<file path="src/rtl/alu_arbiter.sv">
// Round-robin arbiter sharing one combinational 64-bit ALU between the execute
// stage (port 0) and the address-generation/branch-compare path (port 1).
module alu_arbiter #(
  parameter int DATA_W = 64,
  parameter int OP_W   = 4
) (
  input  logic              clk,
  input  logic              rst,
  input  logic              req0_valid,
  output logic              req0_ready,
  input  logic [DATA_W-1:0] req0_a,
  input  logic [DATA_W-1:0] req0_b,
  input  logic [OP_W-1:0]   req0_op,
  input  logic              req1_valid,
  output logic              req1_ready,
  input  logic [DATA_W-1:0] req1_a,
  input  logic [DATA_W-1:0] req1_b,
  input  logic [OP_W-1:0]   req1_op,
  output logic              resp0_valid,
  input  logic              resp0_ready,
  output logic [DATA_W-1:0] resp0_result,
  output logic              resp0_zero,
  output logic              resp1_valid,
  input  logic              resp1_ready,
  output logic [DATA_W-1:0] resp1_result,
  output logic              resp1_zero,
  output logic [DATA_W-1:0] alu_a,
  output logic [DATA_W-1:0] alu_b,
  output logic [OP_W-1:0]   alu_op,
  input  logic [DATA_W-1:0] alu_result,
  input  logic              alu_zero
);

  logic              prio_q, prio_d;
  logic              r0_valid_q, r0_valid_d;
  logic              r1_valid_q, r1_valid_d;
  logic [DATA_W-1:0] r0_result_q, r0_result_d;
  logic [DATA_W-1:0] r1_result_q, r1_result_d;
  logic              r0_zero_q, r0_zero_d;
  logic              r1_zero_q, r1_zero_d;
  logic              elig0_s, elig1_s, grant0_s, grant1_s;

  // A requester may issue while its response slot is empty or being drained.
  assign elig0_s  = req0_valid && (!r0_valid_q || resp0_ready);
  assign elig1_s  = req1_valid && (!r1_valid_q || resp1_ready);
  assign grant0_s = elig0_s && (!elig1_s || !prio_q);
  assign grant1_s = elig1_s && (!elig0_s ||  prio_q);

  assign req0_ready   = grant0_s;
  assign req1_ready   = grant1_s;
  assign resp0_valid  = r0_valid_q;
  assign resp0_result = r0_result_q;
  assign resp0_zero   = r0_zero_q;
  assign resp1_valid  = r1_valid_q;
  assign resp1_result = r1_result_q;
  assign resp1_zero   = r1_zero_q;

  // Shared ALU operand mux; idle drives AND of zeros.
  always_comb begin
    alu_a  = '0;
    alu_b  = '0;
    alu_op = '0;
    case ({grant1_s, grant0_s})
      2'b01: begin
        alu_a  = req0_a;
        alu_b  = req0_b;
        alu_op = req0_op;
      end
      2'b10: begin
        alu_a  = req1_a;
        alu_b  = req1_b;
        alu_op = req1_op;
      end
      default: begin
        alu_a  = '0;
        alu_b  = '0;
        alu_op = '0;
      end
    endcase
  end

  // Next state: priority passes to the loser; a grant overrides a consume.
  always_comb begin
    prio_d      = prio_q;
    r0_valid_d  = r0_valid_q;
    r0_result_d = r0_result_q;
    r0_zero_d   = r0_zero_q;
    r1_valid_d  = r1_valid_q;
    r1_result_d = r1_result_q;
    r1_zero_d   = r1_zero_q;

    if (grant0_s) begin
      prio_d = 1'b1;
    end else if (grant1_s) begin
      prio_d = 1'b0;
    end else begin
      prio_d = prio_q;
    end

    if (grant0_s) begin
      r0_valid_d  = 1'b1;
      r0_result_d = alu_result;
      r0_zero_d   = alu_zero;
    end else if (resp0_ready) begin
      r0_valid_d = 1'b0;
    end else begin
      r0_valid_d = r0_valid_q;
    end

    if (grant1_s) begin
      r1_valid_d  = 1'b1;
      r1_result_d = alu_result;
      r1_zero_d   = alu_zero;
    end else if (resp1_ready) begin
      r1_valid_d = 1'b0;
    end else begin
      r1_valid_d = r1_valid_q;
    end
  end

  // State registers with asynchronous reset.
  always_ff @(posedge clk or posedge rst) begin
    if (rst) begin
      prio_q      <= 1'b0;
      r0_valid_q  <= 1'b0;
      r0_result_q <= '0;
      r0_zero_q   <= 1'b0;
      r1_valid_q  <= 1'b0;
      r1_result_q <= '0;
      r1_zero_q   <= 1'b0;
    end else begin
      prio_q      <= prio_d;
      r0_valid_q  <= r0_valid_d;
      r0_result_q <= r0_result_d;
      r0_zero_q   <= r0_zero_d;
      r1_valid_q  <= r1_valid_d;
      r1_result_q <= r1_result_d;
      r1_zero_q   <= r1_zero_d;
    end
  end

endmodule

</file>
<file path="config.mk">
export PLATFORM = sky130hd
export DESIGN_NAME = alu_arbiter
export DESIGN_NICKNAME = d
export VERILOG_FILES = /design/src/rtl/alu_arbiter.sv
export SDC_FILE = /design/constraint.sdc
export NUM_CORES = 1
export LEC_CHECK = 0
export CORE_AREA = 2 2 232 234
export DETAILED_ROUTE_END_ITERATION = 7
export DIE_AREA = 0 0 234 236
export GPL_TIMING_DRIVEN = 0
export PLACE_DENSITY = 0.43
export SYNTH_ARGS = -nofsm -noshare
export SYNTH_HDL_FRONTEND = slang
export SYNTH_SLANG_ARGS = --single-unit
</file>
<file path="constraint.sdc">
create_clock -name clk -period 5.2 [get_ports clk]
set_clock_uncertainty 0.05 [all_clocks]
set_input_delay 1.56 -clock clk [delete_from_list [all_inputs] [get_ports clk]]
set_output_delay 1.56 -clock clk [all_outputs]
set_load 0.01 [all_outputs]
</file>
# Word-level counts from Yosys, hierarchy flattened
# Cells that the tools add are included.
[totals]
reg_bits = 133
mem_bits_ro = 0
latchBits = 0
n_memories = 0
elab_cells = 34
ram_bits = 0
[classes]
multipliers = 0
div = 0
n_mux = 9
n_reduce_logical = 16
n_addsub = 0
shift = 0
n_eq_ne = 2
n_bitwise = 0
n_lt_le_gt_ge = 0
[ops]
columns = ["op", "n"]
rows = [
  ["$pmux W64 S2", 2],
  ["$pmux W4 S2", 1],
  ["$mux W1", 6],
  ["$reduce_bool A2 Y1", 3],
  ["$logic_not A1 Y1", 5],
  ["$logic_and A1 B1 Y1", 4],
  ["$logic_or A1 B1 Y1", 4],
  ["$eq A2 B1 Y1 const B", 1],
  ["$eq A2 B2 Y1 const B", 1],
]

# Logic depth before layout (Yosys ltp)
# Gate-level depths: netlist of run 1.
[logic_depth]
word_depth = 8
ltp_mapped = 12
mapped_depth_nobuf = 6

# Least setup slack after synthesis of run 1
# Ideal clock, no wire load.
[synth_path]
path_kind = "input -> output"
startpoint = "input port resp1_ready"
endpoint = "output port alu_a[0]"
arrival_ns = 3.735
stages = 12
required_time_ns = 3.590
path_buffers = 6
slack_ns = -0.145
path_cell_list = "nand2b_4 a311o_1 buf_2 buf_6 buf_6 inv_1 ha_1 clkbuf_1 clkbuf_1 clkbuf_1 a22oi_1 nor2b_1"
[synth_via]
elab_chain_len = 7
word_cells_on_any_way = 9
[synth_rtl]
columns = ["item", "line", "text"]
rows = [
  ["start, declared", "24", "input logic resp1_ready,"],
  ["$logic_or A1 B1 Y1 *", "45", "assign elig1_s = req1_valid && (!r1_valid_q || resp1_ready);"],
  ["$logic_and A1 B1 Y1 *", "45", ""],
  ["$logic_not A1 Y1 *", "46", "assign grant0_s = elig0_s && (!elig1_s || !prio_q);"],
  ["$logic_or A1 B1 Y1 *", "46", ""],
  ["$logic_and A1 B1 Y1 *", "46", ""],
  ["via req0_ready", "10", "output logic req0_ready,"],
  ["$eq A2 B2 Y1 or $eq A2 B1 Y1 (tied branches)", "63", "case ({grant1_s, grant0_s})"],
  ["$pmux W64 S2 *", "63", ""],
  ["end, declared", "27", "output logic [DATA_W-1:0] alu_a,"],
]
# The timed path passes the listed nets; every way through them passes the cells marked *.

# Final worst setup path of run 1
[layout_path]
startpoint = "input port resp1_ready"
endpoint = "output port alu_b[48]"
[layout_via]
elab_chain_len = 7
word_cells_on_any_way = 9
[layout_rtl]
columns = ["item", "line", "text"]
rows = [
  ["$logic_or A1 B1 Y1 *", "45", ""],
  ["$logic_and A1 B1 Y1 *", "45", ""],
  ["$logic_not A1 Y1", "46", ""],
  ["$logic_or A1 B1 Y1", "46", ""],
  ["$logic_and A1 B1 Y1", "46", ""],
  ["$eq A2 B2 Y1 or $eq A2 B1 Y1 (tied branches)", "63", ""],
  ["$pmux W64 S2 *", "63", ""],
  ["end, declared", "28", "output logic [DATA_W-1:0] alu_b,"],
]
# Mark *: on every way between the ends. The rest lies on a longest branch, timed or not.

==> reports/qor.yml, run 1 <==
reg2reg_depth: 6
netlist_area_um2: 7007
antenna_found_initial: 20
dp.cells: 1898
numCtsBuffers: 17
core_area_um2: 53070
cts_tree: "yes"
dieArea_um2: 55220
crit_end: "alu_b[48]"
synth_fp_nets: 939
switching_share_pct: 31.54
holdWs_ns: 0.4533
ys_types: 17
synth_top_cell_area_share_pct: 47.50
postCtsHoldBufs: 0
die_h_um: 236
grt_max_degree: 78
r2r_end: "resp1_result[6]"
maxCapViolCount: 0
fin_crit_ns: 5.152
rsz0062_at_grt: "false"
start_kind: "input pin"
ir_drop_mv: 0.1358
final_layout_size_suffix_gt1_share_pct: 31.50
drtIter0Drc: 247
end_kind: "primary output"
area_growth_syn_to_layout_pct: 115.3
tightest_slew_ns: 0.5640
synth_cells: 601
dr.pass1.iters: 5
slew_viol_final: 0
setup_tns_ns: 0
wl_um: 46290
wl_per_cell_um: 23.58
cts_sinks: 133
fin_util_pct: 28.42
synth_area_leaders: "dfrtp_1 (48%), mux2_2 (20%), a22oi_1 (14%)"
power.internal_w: 0.003458
postSynthAreaPerCell_um2: 11.66
cp.arrival_ns: 3.54
critPathSlowestCell: "a311o_2"
status: "completed"
mostFrequentLayoutCell: "clkdlybuf4s50_1"
dp_hpwl_um: 38430
clockPowerShare_pct: 25.4
ioPinCount: 601
critPathMostFrequentCell: "clkbuf_16"
worst-setup-path-type: "input pin to primary output"
layoutNonFillerInstCount: 1963
rows: 85
routed_via_density: 3.869
die_x_um: 234
min_path_type: "flop to flop"
grt_pass1_wl_um: 63070
required_ns: 3.59
slowest_delay_ns: 0.36
htreeDepth: 4
relSlewSlack_pct: 62.40
powerDensity_nw_per_um2: 334.9
fin_crit_sh_pct: 99.07
p_switching_w: 0.001593
grt_pass1_vias: 8262
comb_power_share_pct: 46.2
final_hold_viol_count: 0
grt_usage_pct: 16.39
clk_latency_ns: 0.43
antenna_left: 0
place.gp.congestion: 0.8842
p_total_w: 0.005051
yosys_register_bits: 133
r2r_slack_ns: 3.12
finalSetupViolations: 0
p_leak_nw: 6.049
clock_path_buffers: 2
r2r_start: "resp0_valid"
clockRootBuffer: "clkbuf_16"
portBuffers: 600
clkTransAtPathRegs_ns: 0.06
synth_area_leader_cell: "dfrtp_1"
drc: 0
final_net_count: 1579
layout_common_cells: "clkdlybuf4s50_1 (464), dfrtp_1 (133), mux2_2 (124)"
initial_utilization_pct: 13.20
cp_max_fo: 7
seqPwrFrac_pct: 28.4
ys_warn_count: 0
vias: 7594
max_freq_mhz: 194.1
critPathLaunch: "resp1_ready"
grt-ovfl-total: 0
ys_seq_area_share_pct: 47.50
crit_chain: "clkdlybuf4s15_1 -> nand2b_4 -> a311o_2 -> clkbuf_16 -> ha_4 -> clkbuf_16 -> clkbuf_16 -> a22oi_2 -> nor2b_1 -> buf_2"
## cell type report
cell class | instances | area (um^2)
Tap cell | 696 | 870.8
Timing Repair Buffer | 626 | 5854
Multi-Input combinational cell | 405 | 3662
Antenna cell | 13 | 32.53
Fill cell | 5646 | 37990
Inverter | 4 | 32.53
Buffer | 54 | 678.2
Clock buffer | 20 | 456.7
Sequential cell | 133 | 3328
Clock inverter | 12 | 166.4
## logic make-up (layout without fill, tap and decap cells)
family,count (synthesis),in the layout,synth area share (%)
mux,130,130,21.21
fa+ha+maj,3,3,0.5358
compound gates,135,135,14.59
flops,133,133,47.50
simple gates,137,137,12.27
other cells,0,13,0
buf+inv,63,716,3.893
## sequential cells by signal, summed over array words and instances (netlist names)
signal,count
resp0_zero,1
prio_q,1
resp1_valid,1
resp0_result,64
resp1_zero,1
resp0_valid,1
resp1_result,64
## power by group through the flow
stage / combinational, W / clock (W) / sequential (W)
global route: 0.00248 / 0.00137 / 0.00147
CTS: 0.00236 / 0.00133 / 0.00144
detailed placement: 0.00222 / 0 / 0.00146
global placement: 0.00222 / 0 / 0.00145
floorplan: 0.000743 / 0 / 0.00157
finish: 0.00233 / 0.00128 / 0.00144
## worst min-delay path by stage
stage	startpoint	end	slack [ns]	depth (start not counted)
after global routing	resp1_result[33]	resp1_result[33]	0.46	1
after detailed placement	resp0_result[44]	resp0_result[44]	0.44	1
after floorplan	prio_q	prio_q	0.44	2
after CTS	resp1_result[2]	resp1_result[2]	0.46	1
after global placement	resp0_result[27]	resp0_result[27]	0.44	1
final	resp1_result[33]	resp1_result[33]	0.45	1
## cell usage after synthesis
cell type and number:
a311o_1 1, ha_1 3, nand2b_4 1, mux2_2 124
a22oi_1 132, buf_4 2, buf_2 11, inv_1 4
nand2b_1 1, mux2_4 6, clkbuf_1 44, nor2b_1 133
o21ai_0 1, nand2_1 2, o311ai_2 1, buf_6 2
dfrtp_1 133
## routing by layer
| metal | wire [um] | track usage, % |
|---|---|---|
| met1 | 18820 | 19.61 |
| met2 | 22240 | 26.34 |
| met3 | 3990 | 5.851 |
| met4 | 1203 | 7.000 |
| met5 | 37 | 0 |
## critical path: cells and delay by family
kind,cells,cell delay (ns)
adders and majority gates,1,0.22
buffers and inverters,5,0.84
AOI/OAI and AO/OA,2,0.67
and+or+nand+nor,2,0.22
## metrics by stage
stage	area (um^2)	setup slack [ns]
after detailed placement	13930	-2.280
after global placement	13890	-2.316
final	15080	0.04830
after CTS	15050	0.01424
after global routing	15080	0.0009077
after floorplan	7018	0.03011
## timing repair
item                       in CTS  in global routing
pin swaps                      13                  1
buffers inserted               17                  2
setup endpoints to repair     134                102
gates resized for setup       544                 84
gates cloned                    6                  1
(Power assumes the default switching activity.)
==> run 2: changes to the inputs <==
--- a/config.mk
+++ b/config.mk
@@ -9,7 +9,6 @@
 export DETAILED_ROUTE_END_ITERATION = 7
 export DIE_AREA = 0 0 234 236
 export GPL_TIMING_DRIVEN = 0
-export PLACE_DENSITY = 0.43
 export SYNTH_ARGS = -nofsm -noshare
 export SYNTH_HDL_FRONTEND = slang
 export SYNTH_SLANG_ARGS = --single-unit
==> run 2 against run 1 <==
- clock power decreased by 9%
- largest power group unchanged
- maximum frequency decreased by 0.32%
- global-route usage decreased by 0.72 points
- critical endpoint is now alu_b[4]
- sequential power about the same
- worst hold slack improved by 0.00079 ns
- combinational power decreased by 2%
- wire length decreased by 2.6%
- core utilization decreased by 0.30 points
- first-iteration DRC count increased by 32%
==> reports/qor.yml, run 2 (synthesized netlist as in run 1, its figures left out) <==
cp_max_fo: 7
postCtsHoldBufs: 0
drc: 0
ioPinCount: 601
clockRootBuffer: "clkbuf_16"
slowest_delay_ns: 0.52
powerDensity_nw_per_um2: 326.9
wl_per_cell_um: 23.09
tightest_slew_ns: 0.6165
r2r_slack_ns: 2.97
drtIter0Drc: 325
grt_usage_pct: 15.67
power.internal_w: 0.003272
switching_share_pct: 32.90
cts_sinks: 133
final_hold_viol_count: 0
antenna_found_initial: 17
reg2reg_depth: 8
grt_max_degree: 82
clockPowerShare_pct: 23.8
numCtsBuffers: 17
initial_utilization_pct: 13.20
rows: 85
post_dp_cell_area_um2: 13930
slew_viol_final: 0
clock_path_buffers: 2
critPathSlowestCell: "a22oi_2"
layout_common_cells: "clkdlybuf4s50_1 (464), dfrtp_1 (133), nor2b_1 (125)"
min_path_type: "flop to flop"
r2r_end: "resp1_result[11]"
p_switching_w: 0.001605
worst-setup-path-type: "input pin to primary output"
seqPwrFrac_pct: 29.5
vias: 7752
htreeDepth: 4
setup_tns_ns: 0
finalSetupViolations: 0
relSlewSlack_pct: 58.90
p_leak_nw: 5.951
routed_via_density: 3.969
antenna_left: 0
fin_crit_ns: 5.168
maxCapViolCount: 0
end_kind: "primary output"
comb_power_share_pct: 46.7
ir_drop_mv: 0.1920
status: "completed"
rsz0062_at_grt: "true"
dp_hpwl_um: 38200
portBuffers: 600
crit_chain: "buf_6 -> nor2b_4 -> buf_6 -> o311ai_4 -> buf_12 -> inv_6 -> ha_4 -> clkbuf_16 -> a22oi_2 -> nor2b_4 -> buf_6"
grt-ovfl-total: 0
cp.arrival_ns: 3.56
crit_end: "alu_b[4]"
final_net_count: 1575
r2r_start: "resp0_valid"
required_ns: 3.59
area_growth_syn_to_layout_pct: 113.0
fin_crit_sh_pct: 99.39
die_x_um: 234
clk_latency_ns: 0.43
wl_um: 45100
grt_pass1_wl_um: 60540
start_kind: "input pin"
dieArea_um2: 55220
cts_tree: "yes"
grt_pass1_vias: 8038
max_freq_mhz: 193.5
clkTransAtPathRegs_ns: 0.06
hold_path_startpoint: "resp0_result[53]"
critPathMostFrequentCell: "buf_6"
mostFrequentLayoutCell: "clkdlybuf4s50_1"
core_area_um2: 53070
final_layout_size_suffix_gt1_share_pct: 28.24
design_area_um2: 14920
holdWs_ns: 0.4541
dr.pass1.iters: 5
place.gp.congestion: 0.8650
fillers: 5570
die_h_um: 236
critPathLaunch: "resp0_ready"
[run 2: critical path: cells and delay by family]
kind / cells / cell delay (ns)
compound gates: 2 / 0.85
fa+ha+maj: 1 / 0.21
buf+inv: 6 / 0.75
simple gates: 2 / 0.16
[run 2: power by group through the flow]
stage	combinational, W	sequential [W]	clock (W)
2_1_floorplan	0.000743	0.00157	0
3_3_place_gp	0.00221	0.00144	0
3_5_place_dp	0.00222	0.00146	0
4_1_cts	0.00230	0.00144	0.00121
5_1_grt	0.00242	0.00147	0.00125
6_report	0.00228	0.00144	0.00116
[run 2: layout make-up]
cell class / instances / area, um^2 / area share [%]
well taps: 696 / 870.8 / 5.836
repair buffers: 622 / 5997 / 40.19
inverters: 4 / 25.02 / 0.1677
plain buffers: 54 / 560.5 / 3.757
multi-input cells: 405 / 3548 / 23.78
diodes: 7 / 17.52 / 0.1174
flip-flops and latches: 133 / 3328 / 22.30
clock buffers: 18 / 439.2 / 2.943
clock inverters: 14 / 135.1 / 0.9056
[run 2: worst min-delay path by stage]
stage               slack, ns                to  depth (start not counted)
floorplan                0.44            prio_q                          2
global placement         0.44  resp0_result[36]                          1
detailed placement       0.44  resp1_result[30]                          1
CTS                      0.46  resp1_result[25]                          1
global route             0.46  resp1_result[25]                          1
finish                   0.45  resp0_result[53]                          1
[run 2: per-layer routing]
layer	track usage, %	share of wire, %	vias to the layer above
li1	-	-	3469
met1	19.28	42	3803
met2	27.30	49	423
met3	3.868	6.8	55
met4	3.529	2.2	2
met5	0	0.029	-
[run 2: what timing repair did]
| item | in CTS | in global routing |
|---|---|---|
| gates resized for setup | 501 | 23 |
| pin swaps | 13 | 6 |
| setup endpoints to repair | 134 | 108 |
| gates cloned | 2 | 1 |
| buffers inserted | 14 | 5 |
[run 2: metrics by stage]
step | power, W | std cells | setup WS, ns | utilization, %
finish | 0.004877 | 1953 | 0.03168 | 28.12
floorplan | 0.002311 | 601 | 0.03011 | -
global placement | 0.003650 | 1897 | -3.060 | 26.18
global route | 0.005140 | 1951 | -0.02129 | 28.11
detailed placement | 0.003675 | 1898 | -3.050 | 26.24
CTS | 0.004948 | 1944 | -0.1424 | 28.08
==> run 3: changes to the inputs <==
--- a/config.mk
+++ b/config.mk
@@ -5,9 +5,9 @@
 export SDC_FILE = /design/constraint.sdc
 export NUM_CORES = 1
 export LEC_CHECK = 0
-export CORE_AREA = 2 2 232 234
+export CORE_AREA = 5 5 228 230
 export DETAILED_ROUTE_END_ITERATION = 7
-export DIE_AREA = 0 0 234 236
+export DIE_AREA = 0 0 233 235
 export GPL_TIMING_DRIVEN = 0
 export SYNTH_ARGS = -nofsm -noshare
 export SYNTH_HDL_FRONTEND = slang
==> run 3 against run 2 <==
- clock power increased by 4%
- worst setup slack gained 0.081 ns
- maximum frequency increased by 1.6%
- register-to-register slack better by 0.11 ns
- via count is 1.3% lower
- sequential share of layout area decreased by 0.67 points
- first-iteration DRC count fell by 14%
- combinational power grew 7%
- final area grew 3.1%
- worst hold slack got worse by 0.0028 ns
- flip-flop and latch count unchanged
- critical path type unchanged
- largest power group unchanged
==> reports/qor.yml, run 3 (synthesized netlist as in run 1, its figures left out) <==
vias: 7651
relSlewSlack_pct: 67.60
die_h_um: 235
dp_hpwl_um: 34780
p_switching_w: 0.001599
final_hold_viol_count: 0
antenna_found_initial: 12
clockRootBuffer: "clkbuf_16"
drtIter0Drc: 278
initial_utilization_pct: 14.11
grt_use_met3_pct: 4.672
cts_sinks: 133
grt_busiest_layer: "met2"
worst-setup-path-type: "input pin to primary output"
grt_util_met2_pct: 25.06
fin_crit_ns: 5.087
clock_path_buffers: 2
switching_share_pct: 31.49
postCtsHoldBufs: 0
fin_crit_sh_pct: 97.82
crit_end: "alu_a[50]"
die_x_um: 233
grt_use_met1_pct: 16.79
fin_ws_ns: 0.1132
r2r_end: "resp1_result[52]"
critPathLaunch: "resp0_ready"
setup_tns_ns: 0
seqPwrFrac_pct: 28.2
power.internal_w: 0.003479
cts_tree: "yes"
ioPinCount: 601
ir_drop_mv: 0.2068
pre_cts_slack_ns: -2.349
cp.arrival_ns: 3.48
core_area_um2: 49660
wl_um: 42230
place.gp.congestion: 0.8753
clk_latency_ns: 0.41
grt_usage_pct: 14.57
reg2reg_depth: 7
portBuffers: 600
comb_power_share_pct: 47.9
clkTransAtPathRegs_ns: 0.05
final_layout_size_suffix_gt1_share_pct: 33.55
r2r_start: "resp0_valid"
drc: 0
post_dp_cell_area_um2: 13900
p_total_w: 0.005079
end_kind: "primary output"
status: "completed"
final_net_count: 1583
grt_max_degree: 96
grt_pass1_wl_um: 58910
rows: 82
htreeDepth: 4
start_kind: "input pin"
antenna_left: 0
p_leak_nw: 6.116
r2r_slack_ns: 3.08
max_freq_mhz: 196.6
dr.pass1.iters: 5
dieArea_um2: 54760
grt-ovfl-total: 0
design_area_um2: 15380
grt_pass1_vias: 8440
maxCapViolCount: 0
area_growth_syn_to_layout_pct: 119.6
rsz0062_at_grt: "false"
slew_viol_final: 0
min_path_type: "flop to flop"
powerDensity_nw_per_um2: 330.1
required_ns: 3.59
numCtsBuffers: 17
clockPowerShare_pct: 23.9
layout_common_cells: "clkdlybuf4s50_1 (464), dfrtp_1 (133), mux2_2 (124)"
hold_depth: 1
tightest_slew_ns: 0.4859
finalSetupViolations: 0
wl_per_cell_um: 21.79
cp_max_fo: 7
routed_via_density: 3.948
mostFrequentLayoutCell: "clkdlybuf4s50_1"
[run 3: repair_timing]
item,in CTS,in global routing
resized for setup,678,28
pin swaps,15,5
buffers inserted,17,2
setup endpoints to repair,134,124
gates cloned,7,3
[run 3: area by class of cell]
cell class	count	area, um^2
Buffer	54	824.5
Clock inverter	14	165.2
Inverter	4	28.78
Multi-Input combinational cell	405	3756
Timing Repair Buffer	630	5991
Tap cell	672	840.8
Sequential cell	133	3328
Clock buffer	18	429.2
Fill cell	5219	34270
Antenna cell	8	20.02
[run 3: routing by layer]
layer / vias up / part of all wire [%]
met2: 370 / 49
met5: - / 0.059
met3: 46 / 8.4
li1: 3474 / -
met1: 3757 / 39
met4: 4 / 3.3
[run 3: worst min path at each step]
stage | start | end | slack [ns]
5_1_grt | resp0_result[40] | resp0_result[40] | 0.46
6_report | resp1_result[1] | resp1_result[1] | 0.45
2_1_floorplan | prio_q | prio_q | 0.44
3_5_place_dp | resp1_zero | resp1_zero | 0.44
4_1_cts | resp1_result[1] | resp1_result[1] | 0.45
3_3_place_gp | resp1_result[19] | resp1_result[19] | 0.44
[run 3: metrics by stage]
step,instances,hold WS [ns],util [%]
6_report,1938,0.4513,30.98
5_1_grt,1935,0.4631,30.96
4_1_cts,1927,0.4547,30.76
3_5_place_dp,1874,0.4415,27.99
3_3_place_gp,1873,0.4351,27.92
2_1_floorplan,601,0.4376,-
[run 3: power by group through the flow]
stage,clock (W),sequential [W],combinational (W)
after floorplan,0,0.00157,0.000743
after global placement,0,0.00144,0.00218
after detailed placement,0,0.00145,0.00220
after CTS,0.00125,0.00144,0.00244
after global routing,0.00129,0.00147,0.00257
final,0.00121,0.00143,0.00243
[run 3: critical path, stage by stage]
cell	delay [ns]
buf_2	0.10
nor2b_4	0.05
o311ai_4	0.36
buf_6	0.20
clkinvlp_4	0.13
ha_4	0.24
clkbuf_16	0.20
clkbuf_16	0.16
a22oi_2	0.22
nor2b_1	0.07
buf_2	0.15
